File: src/rtl/riscv_core_div_seq.sv
// Iterative restoring radix-2 divider for RV32 M-extension DIV/DIVU/REM/REMU.
// All negations and trial subtractions are routed through an external shared adder.
module riscv_core_div_seq #(
    parameter int XLEN = 32
) (
    input  logic            i_clk,
    input  logic            i_rst_n,
    input  logic            i_div_valid,
    output logic            o_div_ready,
    input  logic [1:0]      i_div_op,
    input  logic [XLEN-1:0] i_div_srcA,
    input  logic [XLEN-1:0] i_div_srcB,
    input  logic            i_div_flush,
    output logic            o_res_valid,
    input  logic            i_res_ready,
    output logic [XLEN-1:0] o_res_data,
    output logic [XLEN-1:0] o_add_srcA,
    output logic [XLEN-1:0] o_add_srcB,
    input  logic [XLEN-1:0] i_add_result
);

    localparam int CW = $clog2(XLEN);

    localparam logic [2:0] S_IDLE = 3'd0;
    localparam logic [2:0] S_NEGA = 3'd1;
    localparam logic [2:0] S_NEGB = 3'd2;
    localparam logic [2:0] S_ITER = 3'd3;
    localparam logic [2:0] S_FIXQ = 3'd4;
    localparam logic [2:0] S_FIXR = 3'd5;
    localparam logic [2:0] S_DONE = 3'd6;

    localparam logic [XLEN-1:0] ZERO     = {XLEN{1'b0}};
    localparam logic [XLEN-1:0] ONE      = {{(XLEN-1){1'b0}}, 1'b1};
    localparam logic [XLEN-1:0] ALL_ONES = {XLEN{1'b1}};
    localparam logic [XLEN-1:0] MIN_NEG  = {1'b1, {(XLEN-1){1'b0}}};
    localparam logic [CW-1:0]   CNT_LAST = CW'(XLEN - 1);
    localparam logic [CW-1:0]   CNT_ONE  = CW'(1);

    logic [2:0]      state_r, state_s;
    logic            rem_sel_r, rem_sel_s;
    logic            sgn_r, sgn_s;
    logic [XLEN-1:0] a_r, a_s;
    logic [XLEN-1:0] b_r, b_s;
    logic [XLEN-1:0] abs_d_r, abs_d_s;
    logic [XLEN-1:0] neg_d_r, neg_d_s;
    logic [XLEN-1:0] rem_r, rem_s;
    logic [XLEN-1:0] quo_r, quo_s;
    logic [CW-1:0]   cnt_r, cnt_s;
    logic            res_valid_r, res_valid_s;
    logic [XLEN-1:0] res_data_r, res_data_s;
    logic            div_ready_r;

    logic [XLEN-1:0] sh_s;
    logic            take_s;
    logic [XLEN-1:0] rem_fix_s;

    // Shifted partial remainder; its lost top bit forces a subtract.
    assign sh_s      = {rem_r[XLEN-2:0], quo_r[XLEN-1]};
    assign take_s    = rem_r[XLEN-1] || (sh_s >= abs_d_r);
    assign rem_fix_s = (sgn_r && a_r[XLEN-1]) ? i_add_result : rem_r;

    // Shared adder operand selection per sequencer state.
    always_comb begin
        o_add_srcA = ZERO;
        o_add_srcB = ZERO;
        case (state_r)
            S_NEGA: begin o_add_srcA = ~a_r;   o_add_srcB = ONE;     end
            S_NEGB: begin o_add_srcA = ~b_r;   o_add_srcB = ONE;     end
            S_ITER: begin o_add_srcA = sh_s;   o_add_srcB = neg_d_r; end
            S_FIXQ: begin o_add_srcA = ~quo_r; o_add_srcB = ONE;     end
            S_FIXR: begin o_add_srcA = ~rem_r; o_add_srcB = ONE;     end
            default: begin o_add_srcA = ZERO;  o_add_srcB = ZERO;    end
        endcase
    end

    // Next-state and datapath update logic.
    always_comb begin
        state_s     = state_r;
        rem_sel_s   = rem_sel_r;
        sgn_s       = sgn_r;
        a_s         = a_r;
        b_s         = b_r;
        abs_d_s     = abs_d_r;
        neg_d_s     = neg_d_r;
        rem_s       = rem_r;
        quo_s       = quo_r;
        cnt_s       = cnt_r;
        res_valid_s = res_valid_r;
        res_data_s  = res_data_r;
        if (i_div_flush) begin
            state_s     = S_IDLE;
            res_valid_s = 1'b0;
        end else begin
            case (state_r)
                S_IDLE: begin
                    if (i_div_valid) begin
                        rem_sel_s = i_div_op[1];
                        sgn_s     = ~i_div_op[0];
                        a_s       = i_div_srcA;
                        b_s       = i_div_srcB;
                        if (i_div_srcB == ZERO) begin
                            res_data_s  = i_div_op[1] ? i_div_srcA : ALL_ONES;
                            res_valid_s = 1'b1;
                            state_s     = S_DONE;
                        end else if (!i_div_op[0] && (i_div_srcA == MIN_NEG) && (i_div_srcB == ALL_ONES)) begin
                            res_data_s  = i_div_op[1] ? ZERO : MIN_NEG;
                            res_valid_s = 1'b1;
                            state_s     = S_DONE;
                        end else begin
                            state_s = S_NEGA;
                        end
                    end else begin
                        state_s = S_IDLE;
                    end
                end
                S_NEGA: begin
                    // |A| goes straight into the quotient register.
                    quo_s   = (sgn_r && a_r[XLEN-1]) ? i_add_result : a_r;
                    state_s = S_NEGB;
                end
                S_NEGB: begin
                    if (sgn_r && b_r[XLEN-1]) begin
                        abs_d_s = i_add_result;
                        neg_d_s = b_r;
                    end else begin
                        abs_d_s = b_r;
                        neg_d_s = i_add_result;
                    end
                    rem_s   = ZERO;
                    cnt_s   = {CW{1'b0}};
                    state_s = S_ITER;
                end
                S_ITER: begin
                    rem_s = take_s ? i_add_result : sh_s;
                    quo_s = {quo_r[XLEN-2:0], take_s};
                    cnt_s = cnt_r + CNT_ONE;
                    if (cnt_r == CNT_LAST) begin
                        state_s = S_FIXQ;
                    end else begin
                        state_s = S_ITER;
                    end
                end
                S_FIXQ: begin
                    if (sgn_r && (a_r[XLEN-1] ^ b_r[XLEN-1])) begin
                        quo_s = i_add_result;
                    end else begin
                        quo_s = quo_r;
                    end
                    state_s = S_FIXR;
                end
                S_FIXR: begin
                    rem_s       = rem_fix_s;
                    res_data_s  = rem_sel_r ? rem_fix_s : quo_r;
                    res_valid_s = 1'b1;
                    state_s     = S_DONE;
                end
                S_DONE: begin
                    if (i_res_ready) begin
                        res_valid_s = 1'b0;
                        state_s     = S_IDLE;
                    end else begin
                        state_s = S_DONE;
                    end
                end
                default: begin
                    res_valid_s = 1'b0;
                    state_s     = S_IDLE;
                end
            endcase
        end
    end

    // State and datapath registers.
    always_ff @(posedge i_clk or negedge i_rst_n) begin
        if (!i_rst_n) begin
            state_r     <= S_IDLE;
            rem_sel_r   <= 1'b0;
            sgn_r       <= 1'b0;
            a_r         <= ZERO;
            b_r         <= ZERO;
            abs_d_r     <= ZERO;
            neg_d_r     <= ZERO;
            rem_r       <= ZERO;
            quo_r       <= ZERO;
            cnt_r       <= {CW{1'b0}};
            res_valid_r <= 1'b0;
            res_data_r  <= ZERO;
            div_ready_r <= 1'b1;
        end else begin
            state_r     <= state_s;
            rem_sel_r   <= rem_sel_s;
            sgn_r       <= sgn_s;
            a_r         <= a_s;
            b_r         <= b_s;
            abs_d_r     <= abs_d_s;
            neg_d_r     <= neg_d_s;
            rem_r       <= rem_s;
            quo_r       <= quo_s;
            cnt_r       <= cnt_s;
            res_valid_r <= res_valid_s;
            res_data_r  <= res_data_s;
            div_ready_r <= (state_s == S_IDLE);
        end
    end

    assign o_div_ready = div_ready_r;
    assign o_res_valid = res_valid_r;
    assign o_res_data  = res_data_r;

endmodule

File: config.mk
export PLATFORM = sky130hd
export DESIGN_NAME = riscv_core_div_seq
export DESIGN_NICKNAME = d
export VERILOG_FILES = /design/src/rtl/riscv_core_div_seq.sv
export SDC_FILE = /design/constraint.sdc
export NUM_CORES = 1
export LEC_CHECK = 0
export ABC_AREA = 1
export CORE_MARGIN = 5
export CORE_UTILIZATION = 30
export DETAILED_ROUTE_END_ITERATION = 8
export PLACE_DENSITY_LB_ADDON = 0.15
export SYNTH_ARGS = -nofsm -noshare
export SYNTH_HDL_FRONTEND = slang
export SYNTH_SLANG_ARGS = --single-unit
File: constraint.sdc
create_clock -name i_clk -period 5.1 [get_ports i_clk]
set_input_delay 1.53 -clock i_clk [delete_from_list [all_inputs] [get_ports i_clk]]
set_output_delay 1.53 -clock i_clk [all_outputs]
set_load 0.02 [all_outputs]
After elaboration in Yosys (flattened, before gate mapping)

Cells that the tools add are included.

Add/sub/neg operators: 1
Order comparisons: 1
Equality and inequality tests: 16
Mux-type cells: 31
Bitwise operators: 7
Reductions and logical operators: 23

Operators by type and width:

| cell                                                                   | number |
|---|---|
| 32-bit 2-to-1 mux                                                      | 12 |
| 32-bit case mux with 3 select lines                                    | 2 |
| 32-bit case mux with 5 select lines                                    | 1 |
| 32-bit NOT                                                             | 4 |
| 32-bit case mux with 2 select lines                                    | 2 |
| 32-bit equality test (second input constant)                           | 2 |
| 32-bit >= comparator                                                   | 1 |
| 32-bit zero test                                                       | 1 |
| 3-bit case mux with 7 select lines                                     | 1 |
| 3-bit 2-to-1 mux                                                       | 6 |
| 5-bit case mux with 2 select lines                                     | 1 |
| 3-bit equality test (second input constant)                            | 3 |
| 3-bit != test (second input constant)                                  | 3 |
| 4-bit AND reduction                                                    | 2 |
| 4-bit OR reduction                                                     | 2 |
| 3-bit by 2-bit equality test with 1-bit output (second input constant) | 2 |
| 3-bit zero test                                                        | 2 |
| 2-bit AND reduction                                                    | 3 |
| 3-bit AND reduction                                                    | 2 |
| 3-bit nonzero test                                                     | 2 |
| 5-bit by 1-bit adder with 5-bit output (second input constant)         | 1 |
| 5-bit equality test (second input constant)                            | 1 |
| 1-bit logical AND                                                      | 5 |
| 1-bit 2-to-1 mux                                                       | 5 |
| 10 further kinds                                                       | 13 |

Flip-flop bits (word level): 236
Input port bits: 103
Output and inout bits: 98
Logic and storage cells: 92

Logic depth before layout (Yosys ltp)

Depth in word-level cells: 9
Mapped depth: 19

Least setup slack after synthesis

Ideal clock, no wire load.

Kind: register to output
Start point: register state_r[1]
End point: output port o_add_srcA[10]
Data arrival time: 1657 ps
Data required time: 3570 ps
Slack: 1913 ps
Cell stages (with the launch flop): 8
Cell sequence: dfrtp_1 inv_1 nand2_2 nor2_4 buf_2 buf_2 a22oi_1 a31oi_1

Longest elaborated chain between the ends: 2
Elaborated cells on any way between the ends: 6
Classes of those cells: eq/ne: 5; mux: 1

Ends and longest elaborated chain:

| element                                     | line | RTL |
|---|---|---|
| from (decl)                                 | 39   | `logic [2:0] state_r, state_s;` |
| from (signal assigned)                      | 190  | `state_r <= state_s;` |
| 3-bit equality test (tied with other cells) | 66   | `case (state_r)` |
| 32-bit case mux with 5 select lines (*)     | 66   |  |
| to (decl)                                   | 17   | `output logic [XLEN-1:0] o_add_srcA,` |

Every way passes the cells marked *; elsewhere a longest branch is shown, timed or not.

Worst setup path in the final report

Start point: register state_r[2]
End point: output port o_add_srcA[10]

The elaborated chain is that of the path after synthesis.

==> flow_metrics.tcl <==
set metrics [dict create \
    power.density_mw_per_mm2 401 \
    hold_start "o_res_data[17]" \
    drtAntennaViolNets 0 \
    yosys_warnings 0 \
    post_synth_num_cell_types 40 \
    setup_tns_ns 0 \
    final-seq-area_mm2 0.00591 \
    coreArea_mm2 0.0486 \
    p_sw_uw 2680 \
    holdWs_ns 0.486 \
    intPower_uw 4690 \
    min_period_over_period_pct 94.0 \
    drt-total-wl_mm 59.9 \
    synth_seq_cells 236 \
    grt_pass1_wl_mm 90.9 \
    path_clk_slew_ns 0.06 \
    cts_setup_buffers 0 \
    synthCells 2107 \
    ys_top_cells_by_area "dfrtp_1, nand2_1, o21ai_0, inv_1, nor2_1" \
    io_pins 201 \
    finalSetupViolations 0 \
    routed_via_density 5.15 \
    min_period_ns 4.79 \
    grtUsageTotal_pct 21.8 \
    yosys.area.top_type "dfrtp_1" \
    worstPathRequired_ns 3.57 \
    yosysSeqAreaShare_pct 40.3 \
    cp_slowest_stage_delay_ns 0.71 \
    worstSetupStartpointType "register" \
    start_util_pct 30.1 \
    ys_async_sr_fraction_pct 100 \
    grt_setup_unrepaired "false" \
    nFillCells 5146 \
    synthToLayoutAreaGrowth_pct 25.3 \
    grt_pass1_vias 14300 \
    endpoint_kind "primary output" \
    grt_start_max_net_pins 108 \
    reg2reg_depth 10 \
    path_buf_inv 3 \
    die_h_um 231 \
    hold_end "o_res_data[17]" \
    busiest_layer "met1" \
    synth_ff_type "dfrtp_1" \
    hold_path.class "reg -> reg" \
    r2r_setup_slack_ns 1.82 \
    final_core_util_pct 37.7 \
    pwr-share-seq_pct 37.3 \
    met2_usage_pct 32.5 \
    syn_area_mm2 0.0147 \
    regToRegStartpoint "a_r[31]" \
    synth-edff-count 0 \
    diodes 0 \
    final_nets 2377 \
    pwr-share-clk_pct 33.4 \
    firstDrtPassIters 6 \
    fmax_mhz 209 \
    max-cap-violations 0 \
    power_leakage_uw 0.00879 \
    cts_resized 0 \
    cts_hold_buf 0 \
    slew_headroom_pct 26.9 \
    hpwl_mm 43.0 \
    yosysTopAreaCellShare_pct 40.1 \
    wire_per_inst_um 20.8 \
    htreeDepth 1 \
    drt_iter0_drc 1438 \
    multi_input_area_mm2 0.00704 \
    r2r_end "o_res_data[12]" \
    drc 0 \
    syn_avg_cell_area_um2 6.96 \
    synth_nets 2245 \
    swShare_pct 36.4 \
    grt.overflow.total 0 \
    critPathSlowestCell "clkdlybuf4s50_1" \
    die_w_um 231 \
    fp.dieArea_mm2 0.0534 \
    globalRouteMet3Util_pct 2.77 \
    worstPathCellList "inv_2 -> ha_1 -> nand2_1 -> inv_1 -> a31oi_1 -> clkdlybuf4s50_1" \
    clkLatencyLatePin_ns 0.58 \
    drive_above_1_share_pct 5.04 \
    via_count 14900 \
    cts_tree "yes" \
    crit_family "buffers and inverters" \
    final_hold_viol_count 0 \
    outcome "finished clean" \
    combPwrFrac_pct 29.3 \
    clockBufferDepth 3 \
    grtUsageMet1_pct 33.6 \
    grt_antenna_before_repair 0 \
    crit_fanout 20 \
    ctsRootBufferMaster "clkbuf_16" \
    final_max_slew_viol_count 0 \
    gp_congestion 0.892 \
    rows 81 \
    numPortBuffers 200 \
    vdd_drop_max_mv 0.221 \
    cp_data_arrival_time_ns 3.26 \
    min_path_cells 2 \
    worst_slew_pin_slew_ns 1.10 \
    cts_sinks 236 \
    cts_buffers 29 \
    critical_path_class "reg -> out" \
    fin_worst_skew_ns 0.0187 \
]
-- how the worst max path moves through the flow --
stage	startpoint	end	cells after the start
detailed placement	i_div_srcA[7]	o_res_data[9]	12
finish	state_r[2]	o_add_srcA[10]	6
global placement	i_div_srcA[7]	o_res_data[14]	12
CTS	state_r[2]	o_add_srcA[10]	6
floorplan	state_r[1]	o_add_srcA[10]	7
global route	state_r[2]	o_add_srcA[17]	7
-- worst min-delay path: stages, from the launching register on --
cell	delay (ns)
dfrtp_1	0.34
nand2_1	0.05
nand2_1	0.06
-- sequential cells by signal, indices dropped and copies added (netlist names) --
register     cells
a_r             32
sgn_r            1
neg_d_r         32
cnt_r            5
o_res_data      32
abs_d_r         32
quo_r           32
o_div_ready      1
rem_r           32
state_r          3
b_r             32
rem_sel_r        1
o_res_valid      1
-- synth_stat cells, drive strengths merged, types with 2 or more instances --
library cell  count
a211oi            3
a21o              2
a21oi            74
a221oi            8
a22oi            17
a31oi            11
a41oi             2
buf              68
clkbuf           67
dfrtp           235
ha               35
inv             304
mux2              3
nand2           572
nand3            77
nand4            22
nor2            130
nor3              5
nor4              2
o211ai           62
o21ai           338
o221ai            7
o22ai            57
-- metrics by stage --
stage,instances,total power (µW),instance area [µm²],setup slack [ns]
6_report,2884,7370,18400,0.307
3_3_place_gp,2830,4890,17200,0.786
3_5_place_dp,2830,4920,17200,0.817
5_1_grt,2884,7840,18400,0.234
2_1_floorplan,2107,4030,14700,1.91
4_1_cts,2884,7420,18400,0.368
-- final cells by class --
| class | count | share of cell area (%) |
|---|---|---|
| tap | 622 | 4.24 |
| clock inverter | 16 | 1.74 |
| timing repair buffer | 236 | 12.9 |
| inverter | 304 | 6.21 |
| clock buffer | 38 | 4.41 |
| sequential | 236 | 32.2 |
| multi-input combinational | 1432 | 38.4 |
-- per-layer routing --
metal	up-vias	routed length [µm]
met5	-	0
met4	0	1250
met3	76	3920
met2	577	25400
met1	7033	29400
li1	7181	-
-- logic make-up after synthesis --
group	synth area share, %
AOI/OAI and AO/OA	22.6
adders and majority gates	2.99
buffers and inverters	11.8
DFF	40.3
muxes	0.230
and+or+nand+nor	22.0
-- cells in the final DEF, fill, tap and decap left out, types with 5 or more instances in the layout --
cell type        netlist  final
clkdlybuf4s50_1        0    199
inv_1                295    295
o21ai_0              335    335
buf_4                  5     29
clkbuf_16              0     29
nor2_1               128    127
a31oi_1               11     11
inv_2                  9      9
nand3_1               76     76
o22ai_1               57     57
bufinv_16              0      9
buf_12                 0      7
nand4_1               22     22
nand2_1              570    568
o221ai_1               7      7
a21oi_1               73     73
ha_1                  35     35
dfrtp_1              235    235
a221oi_1               8      8
o211ai_1              62     62
clkbuf_8               0      5
a22oi_1               17     17
-- power groups by stage --
| stage | registers, µW | clock network [µW] | logic [µW] |
|---|---|---|---|
| after detailed placement | 2770 | 0 | 2150 |
| after CTS | 2740 | 2520 | 2160 |
| final | 2750 | 2460 | 2160 |
| after global placement | 2760 | 0 | 2130 |
| after global routing | 2800 | 2590 | 2450 |
| after floorplan | 2640 | 0 | 1390 |
No activity file was read; power rests on OpenSTA's default activity.
